## src/rtl/alu_16.sv

```systemverilog
// 16-bit registered ALU: ADD/SUB with carry/borrow, AND/OR/XOR, and an error
// marker for unused opcodes. One output register stage, asynchronous active-low reset.
module alu_16 (
    input  logic        clk,
    input  logic        reset,
    input  logic [15:0] operand_a,
    input  logic [15:0] operand_b,
    input  logic [3:0]  opcode,
    input  logic        carry_in,
    output logic [15:0] result,
    output logic        carry_out
);

    typedef enum logic [3:0] {
        OP_ADD = 4'b0000,
        OP_SUB = 4'b0001,
        OP_AND = 4'b0101,
        OP_OR  = 4'b0110,
        OP_XOR = 4'b0111
    } op_t;

    localparam logic [15:0] ERROR_MARKER = 16'hBAD1;

    logic [16:0] wide_a;
    logic [16:0] wide_b;
    logic [16:0] wide_cin;
    logic [15:0] next_result;
    logic        next_carry;

    assign wide_a   = {1'b0, operand_a};
    assign wide_b   = {1'b0, operand_b};
    assign wide_cin = {16'h0000, carry_in};

    // Arithmetic runs at 17 bits so bit 16 is the carry (ADD) or borrow (SUB).
    always_comb begin
        next_result = ERROR_MARKER;
        next_carry  = 1'b0;
        case (opcode)
            OP_ADD: {next_carry, next_result} = wide_a + wide_b + wide_cin;
            OP_SUB: {next_carry, next_result} = wide_a - wide_b - wide_cin;
            OP_AND: next_result = operand_a & operand_b;
            OP_OR:  next_result = operand_a | operand_b;
            OP_XOR: next_result = operand_a ^ operand_b;
            default: begin
                next_result = ERROR_MARKER;
                next_carry  = 1'b0;
            end
        endcase
    end

    always_ff @(posedge clk or negedge reset) begin
        if (!reset) begin
            result    <= 16'h0000;
            carry_out <= 1'b0;
        end else begin
            result    <= next_result;
            carry_out <= next_carry;
        end
    end

endmodule

```

## config.mk

```make
export PLATFORM = sky130hd
export DESIGN_NAME = alu_16
export DESIGN_NICKNAME = d
export VERILOG_FILES = /design/src/rtl/alu_16.sv
export SDC_FILE = /design/constraint.sdc
export NUM_CORES = 1
export LEC_CHECK = 0
export CORE_ASPECT_RATIO = 1.1
export CORE_MARGIN = 3
export CORE_UTILIZATION = 55
export DETAILED_ROUTE_END_ITERATION = 6
export PLACE_DENSITY = 0.87
export SETUP_SLACK_MARGIN = 0.1
export SYNTH_ARGS = -nofsm -noshare
export SYNTH_HDL_FRONTEND = slang
export SYNTH_SLANG_ARGS = --single-unit
```

## constraint.sdc

```tcl
create_clock -name clk -period 1 [get_ports clk]
set_clock_uncertainty 0.1 [all_clocks]
set_input_delay 0.1 -clock clk [delete_from_list [all_inputs] [get_ports clk]]
set_output_delay 0.1 -clock clk [all_outputs]
set_load 0.005 [all_outputs]
```

==> results.yml, run 1 <==
logic_synthesis:
  yosys.area.top_type_share_pct: 24.1
  synthCells: 426
  synthArstFlopShare_pct: 100
  ys_seq_area_share_pct: 13.2
  synth_cell_types: 56
  yosysWarnings: 0
  yosysTopAreaCell: "ha_1"
  syn_nets: 531
  syn_area_per_cell_um2: 7.55
  synth-seq-cells: 17
  synth_flop_cell: "dfrtp_1"
  synth.area.top_cells: "ha_1 24%, dfrtp_1 13%, inv_1 6.9%, a21oi_1 6.2%, nand2_1 4.9%"
  syn_area_mm2: 0.00321
  synth-edff-count: 0
clock_tree:
  numClockSinks: 17
  ctsLongestPathBuffers: 2
  cts-htree-levels: 1
  cts_resized: 218
  cts_root_buf: "clkbuf_8"
  post_cts_buffers: 10
  numCtsBuffers: 3
  hold_buffers: 0
die:
  io_pins: 56
  die_width_um: 78.9
  fp.dieH_um: 86.2
  initial_core_util_pct: 58.4
  num_rows: 28
placed_design:
  dp_hpwl_um: 10200
  port_buffers: 55
  placed_cells: 680
  gp_congestion: 1.01
  placed_area_mm2: 0.00496
run_status:
  haltStage: "clock tree synthesis"
  run_status: "did not finish"
  error_line: "[ERROR DPL-0033] detailed placement checks failed during check placement."
## kinds of logic after synthesis
kind of cell / Yosys count / synth area share [%]
xor gates and xnor gates: 21 / 5.72
and+or+nand+nor: 103 / 15.2
DFF: 17 / 13.2
adders and majority gates: 66 / 26.6
buffers and inverters: 77 / 9.07
muxes: 9 / 3.00
AOI/OAI and AO/OA: 133 / 27.1
## cell usage after synthesis, drive strengths merged, types with 4 or more instances
master and n:
ha 62, inv 59, nand2 42, a21oi 41, o21ai 33, nor2 19, dfrtp 17, clkbuf 14
xor2 13, nor2b 11, nand3 9, a21o 8, a31oi 8, xnor2 8, nand2b 6, o221ai 6
mux2 5, a22oi 4, and3 4, buf 4, fa 4, mux2i 4, o21a 4
## stage by stage
stage          TNS, ps  utilization, %  hold slack [ps]  setup slack [ps]
3_5_place_dp    -29490            90.2              398             -2090
3_3_place_gp    -27290            90.2              352             -1950
2_1_floorplan   -14980               -             -296             -1350
==> run 2, diff against run 1 <==
CORE_ASPECT_RATIO = not set   (was 1.1)
CORE_UTILIZATION = 40   (was 55)
PLACE_DENSITY = not set   (was 0.87)
PLACE_DENSITY_LB_ADDON = 0.15   (was not set)
SETUP_SLACK_MARGIN = not set   (was 0.1)
==> run 2 against run 1 <==
Net effect:
- the flow now finishes, with violations (setup timing)
- synthesized cell count unchanged
- area after synthesis unchanged
==> results.yml, run 2 <==
run_status:
  run_status: "finished, violations left"
  violations: "setup timing"
die:
  fp.dieH_um: 95.6
  initial_core_util_pct: 41.4
  num_rows: 32
  core_area_mm2: 0.00777
  die_width_um: 95.6
  die-area_mm2: 0.00915
  io_pins: 56
clock_tree:
  clkTransAtPathRegs_ps: 60
  cts_root_buf: "clkbuf_8"
  hold_buffers: 0
  cts_tree: "yes"
  numCtsBuffers: 3
  cts-htree-levels: 1
  numClockSinks: 17
  ctsLongestPathBuffers: 2
power:
  power.density_mw_per_mm2: 844
  leakage_nw: 2.66
  p_switching_mw: 1.88
  internal-power_mw: 2.84
  p_sw_share_pct: 39.9
  power_frac_comb_pct: 73.5
  ir_drop_v: 0.000425
  p_clk_share_pct: 10.3
  seq_power_share_pct: 16.2
detailed_routing:
  drtIter0Drc: 248
  ant_nets: 0
  vias_per_cell: 5.16
  drc: 0
  num_vias: 3754
  drt-total-wl_um: 11400
  dr.pass1.iters: 4
  wl_per_cell_um: 15.7
sta:
  hold_violations: 0
  max_freq_ghz: 0.431
  setup_viol: 17
  setup_ws_ps: -1320
  worst_slew_pin_slew_ps: 392
  rsz0062_at_grt: "yes"
  period_share_pct: 232
  slew_headroom_pct: 73.6
  setup_tns_ps: -17730
  finalMaxSlewViolations: 0
  period_needed_ps: 2320
critical_path:
  crit_path_end_kind: "flip-flop"
  startpoint: "operand_a[0]"
  cp.arrival_ps: 2330
  crit_type: "in -> reg"
  path_max_fanout: 2
  required_ps: 1010
  worstPathCellList: "buf_8, fa_2, inv_2, ha_4, o21ai_4, nand3_2, a41o_1, a31o_4, a311oi_2, xor2_1, o221ai_2"
  slowest_delay_ps: 580
  startpoint_type: "input pin"
  slowest_stage: "fa_2"
global_route:
  first_global_vias: 3722
  use_met2_pct: 43.0
  gr-usage-met3_pct: 2.76
  met1_usage_pct: 33.7
  top_usage_layer: "met2"
  grt_pass1_wl_um: 17800
  antenna_found_initial: 0
  grt_max_degree: 18
  grt_usage_pct: 24.8
  grt_overflow_total: 0
logic_synthesis:
  synthCells: 426
  yosys.cell_count.top_type: "ha_1"
  synthArstFlopShare_pct: 100
  syn_nets: 531
  yosysWarnings: 0
  synth_cell_types: 56
  yosys.area.top_type_share_pct: 24.1
  yosysTopAreaCell: "ha_1"
  syn_area_per_cell_um2: 7.55
  synth_flop_cell: "dfrtp_1"
  synth-edff-count: 0
  ys_top_cells_by_count: "62 x ha_1, 59 x inv_1, 42 x nand2_1, 40 x a21oi_1, 28 x o21ai_0"
  syn_area_mm2: 0.00321
  ys_seq_area_share_pct: 13.2
  synth.area.top_cells: "ha_1 24%, dfrtp_1 13%, inv_1 6.9%, a21oi_1 6.2%, nand2_1 4.9%"
  synth-seq-cells: 17
placed_design:
  gp_congestion: 0.937
  place_ws_ps: -2110
  port_buffers: 55
  dp_hpwl_um: 8810
hold_path:
  worst_hold_path_type: "in -> async"
finish:
  regMostFlops: "result"
  final_common_cell: "buf_4"
  largest_register_ffs: 16
  finalCoreUtilization_pct: 72.1
  fillerInstances: 656
  antenna_cells: 0
  area_delta_synth_final_pct: 74.2
  final_cell_mix: "146 x buf_4, 38 x nand2_1, 36 x ha_1"
  drive_above_1_share_pct: 48.1
  top_regs: "result x16, carry_out x1"
  nets: 732
flow_run:
  cap_violations: 0
-- run 2: cell counts after synthesis --
Identical to the previous run, type by type.
-- run 2: worst max-delay path, delay by kind of cell --
kind	cells	cell delay [ps]
AO/OA/AOI/OAI	5	1020
adder cells (fa/ha/maj)	2	740
XOR/XNOR	1	210
buffers and inverters	2	160
AND/OR/NAND/NOR	1	110
-- run 2: cell type report --
| class | instances | area [µm²] | share of cell area [%] |
|---|---|---|---|
| Sequential cell | 17 | 425 | 7.60 |
| Tap cell | 102 | 128 | 2.28 |
| Inverter | 59 | 224 | 4.00 |
| Multi-Input combinational cell | 332 | 3090 | 55.2 |
| Clock buffer | 4 | 45.0 | 0.804 |
| Timing Repair Buffer | 214 | 1690 | 30.1 |
-- run 2: per-layer routing --
metal  part of all wire (%)  vias up
met2                     47      129
met3                    6.9       15
met4                    1.4        0
met5                      0        -
li1                       -     1871
met1                     45     1739
-- run 2: through the flow --
stage / hold slack, ps / total power, mW / cells / cell area [µm²]
finish: 89.9 / 4.72 / 728 / 5600
floorplan: -296 / 2.21 / 426 / 3300
global route: 96.3 / 5.05 / 728 / 5600
detailed placement: 357 / 3.57 / 709 / 5000
CTS: 92.8 / 4.49 / 723 / 5490
global placement: 353 / 3.54 / 709 / 5000
-- run 2: power by group through the flow --
stage	Sequential (mW)	Combinational (mW)	Clock, mW
after floorplan	0.788	1.43	0
after global placement	0.780	2.76	0
after detailed placement	0.780	2.79	0
after CTS	0.766	3.22	0.497
after global routing	0.770	3.75	0.531
final	0.766	3.47	0.487
-- run 2: kinds of logic (layout without fill, tap and decap cells) --
logic type,Yosys count,count (layout),synth area share (%)
compound gates,133,133,27.1
xor+xnor,21,21,5.72
fa+ha+maj,66,66,26.6
buf+inv,77,277,9.07
flops,17,17,13.2
mux,9,9,3.00
simple gates,103,103,15.2
-- run 2: path summary, 6_finish.rpt --
check	end	slack, ps	cells past startpoint
min	result[12]	90	2
min in group clk	result[0]	320	5
max in group asynchronous	result[1]	590	2
max	result[15]	-1320	11
-- run 2: repair_timing --
action | in CTS | in global routing
buffers inserted | 12 | 6
resized for setup | 189 | 36
setup endpoints to repair | 34 | 24
pin swaps | 57 | 23
Note: power is estimated with default switching activity, not from simulation.
==> run 3, diff against run 2 <==
CTS_CLUSTER_DIAMETER = 80   (was not set)
PLACE_DENSITY = 0.62   (was not set)
PLACE_DENSITY_LB_ADDON = not set   (was 0.15)
==> run 3 against run 2 <==
Net effect:
- the flow still finishes with violations (setup timing)
- critical path depth did not move
- worst hold slack got worse by 6.3 ps
- core utilization rose by 0.93 points
- combinational power rose by 1%
- fmax rose by 1.1%
- sequential share of layout area fell by 0.097 points
- non-clock buffer count shrank 1
- via count is 3.7% higher
- first-iteration DRC count rose by 6.5%
- global-route usage is 0.60 points higher
- routed wire length increased by 1.4%
==> results.yml, run 3 (synthesized netlist as in run 2, its figures left out) <==
power:
  seq_power_share_pct: 15.9
  leakage_nw: 2.69
  power_frac_comb_pct: 73.4
  ir_drop_v: 0.000483
  power.density_mw_per_mm2: 844
  p_clk_share_pct: 10.6
  p_sw_share_pct: 40.0
  p_switching_mw: 1.92
  internal-power_mw: 2.87
die:
  fp.dieH_um: 95.6
  core_area_mm2: 0.00777
  die-area_mm2: 0.00915
  io_pins: 56
  num_rows: 32
  die_width_um: 95.6
  initial_core_util_pct: 41.4
sta:
  hold_slack_ps: 83.7
  period_needed_ps: 2290
  period_share_pct: 229
  finalMaxSlewViolations: 0
  slew_headroom_pct: 71.2
  hold_violations: 0
  setup_ws_ps: -1290
  setup_viol: 17
  worst_slew_pin_slew_ps: 427
  rsz0062_at_grt: "yes"
  max_freq_ghz: 0.436
finish:
  final_common_cell: "buf_4"
  regMostFlops: "result"
  nets: 731
  antenna_cells: 0
  top_regs: "result x16, carry_out x1"
  final_cell_mix: "142 x buf_4, 39 x nand2_1, 32 x ha_1"
  finalCoreUtilization_pct: 73.0
  drive_above_1_share_pct: 50.7
  largest_register_ffs: 16
  area_delta_synth_final_pct: 76.4
global_route:
  first_global_vias: 3786
  grt_overflow_total: 0
  grt_pass1_wl_um: 18500
  gr-usage-met3_pct: 1.58
  antenna_found_initial: 0
  use_met2_pct: 41.7
  met1_usage_pct: 37.1
  grt_usage_pct: 25.4
  grt_max_degree: 18
  top_usage_layer: "met2"
hold_path:
  worst_hold_path_type: "in -> async"
flow_run:
  cap_violations: 0
clock_tree:
  clkTransAtPathRegs_ps: 70
  cts-htree-levels: 1
  ctsLongestPathBuffers: 2
  numCtsBuffers: 3
  cts_tree: "yes"
  cts_root_buf: "clkbuf_8"
  numClockSinks: 17
detailed_routing:
  dr.pass1.iters: 5
  drt-total-wl_um: 11600
  ant_nets: 0
  drtIter0Drc: 264
  vias_per_cell: 5.35
  drc: 0
  wl_per_cell_um: 15.9
  num_vias: 3893
critical_path:
  required_ps: 1010
  crit_type: "in -> reg"
  crit_path_end_kind: "flip-flop"
  path_max_fanout: 3
  cp.arrival_ps: 2310
  startpoint_type: "input pin"
placed_design:
  dp_hpwl_um: 8960
  gp_congestion: 0.959
  port_buffers: 55
run_status:
  violations: "setup timing"
  run_status: "finished, violations left"
==> run 3: changes by cell type in the layout (fill, tap and decap cells not counted), sizes merged <==
| cell | delta |
|---|---|
| buf | +7 |
| dlygate4sd2 | -6 |
| clkdlybuf4s50 | -4 |
| dlymetal6s2s | +3 |
| clkbuf | -2 |
| clkinvlp | +1 |
==> run 3: metrics by stage <==
stage | cells | setup slack, ps | setup TNS [ps] | power [mW] | instance area [µm²]
floorplan | 426 | -1350 | -14980 | 2.21 | 3300
global placement | 707 | -2060 | -28590 | 3.57 | 5020
detailed placement | 707 | -2100 | -29010 | 3.60 | 5020
CTS | 722 | -1280 | -15930 | 4.54 | 5530
global route | 727 | -1360 | -17220 | 5.14 | 5670
finish | 727 | -1290 | -16200 | 4.79 | 5670
==> run 3: what timing repair did <==
action                     in CTS  in global routing
hold buffers                    0                  0
gates resized for setup       214                 46
setup endpoints to repair      34                 17
cloned                          1                  0
pin swaps                      56                 23
setup buffers                  10                  5
==> run 3: power groups by stage <==
stage	sequential, mW	clock [mW]	combinational (mW)
after CTS	0.764	0.520	3.26
after floorplan	0.788	0	1.43
after global placement	0.781	0	2.79
after detailed placement	0.780	0	2.82
after global routing	0.769	0.565	3.80
final	0.763	0.510	3.52
==> run 3: final timing paths <==
kind                         endpoint  depth (start not counted)    startpoint  slack [ps]
hold / removal              result[8]                          2         reset          80
setup / recovery           result[15]                         11  operand_a[0]       -1290
min in group clk            result[1]                          4  operand_a[1]         260
max in group asynchronous   result[9]                          2         reset         590
==> run 3: area by class of cell <==
| type | count | area (µm²) |
|---|---|---|
| Timing Repair Buffer | 213 | 1720 |
| Fill cell | 614 | 2100 |
| Clock inverter | 1 | 7.51 |
| Tap cell | 102 | 128 |
| Sequential cell | 17 | 425 |
| Clock buffer | 3 | 41.3 |
| Multi-Input combinational cell | 332 | 3120 |
| Inverter | 59 | 229 |
==> run 3: critical path, cell delays in order <==
cell and delay, ps:
buf_8 100, fa_2 590, inv_2 60, ha_4 160, o21ai_4 160, nand3_2 90
a41o_1 230, a31o_4 250, a311oi_2 230, xor2_1 200, o221ai_2 110
==> run 3: routing by layer <==
metal  vias to the layer above  part of all wire [%]
li1                       1876                     -
met1                      1837                    45
met2                       159                    47
met3                        21                   7.0
met4                         0                   1.4
met5                         -                     0
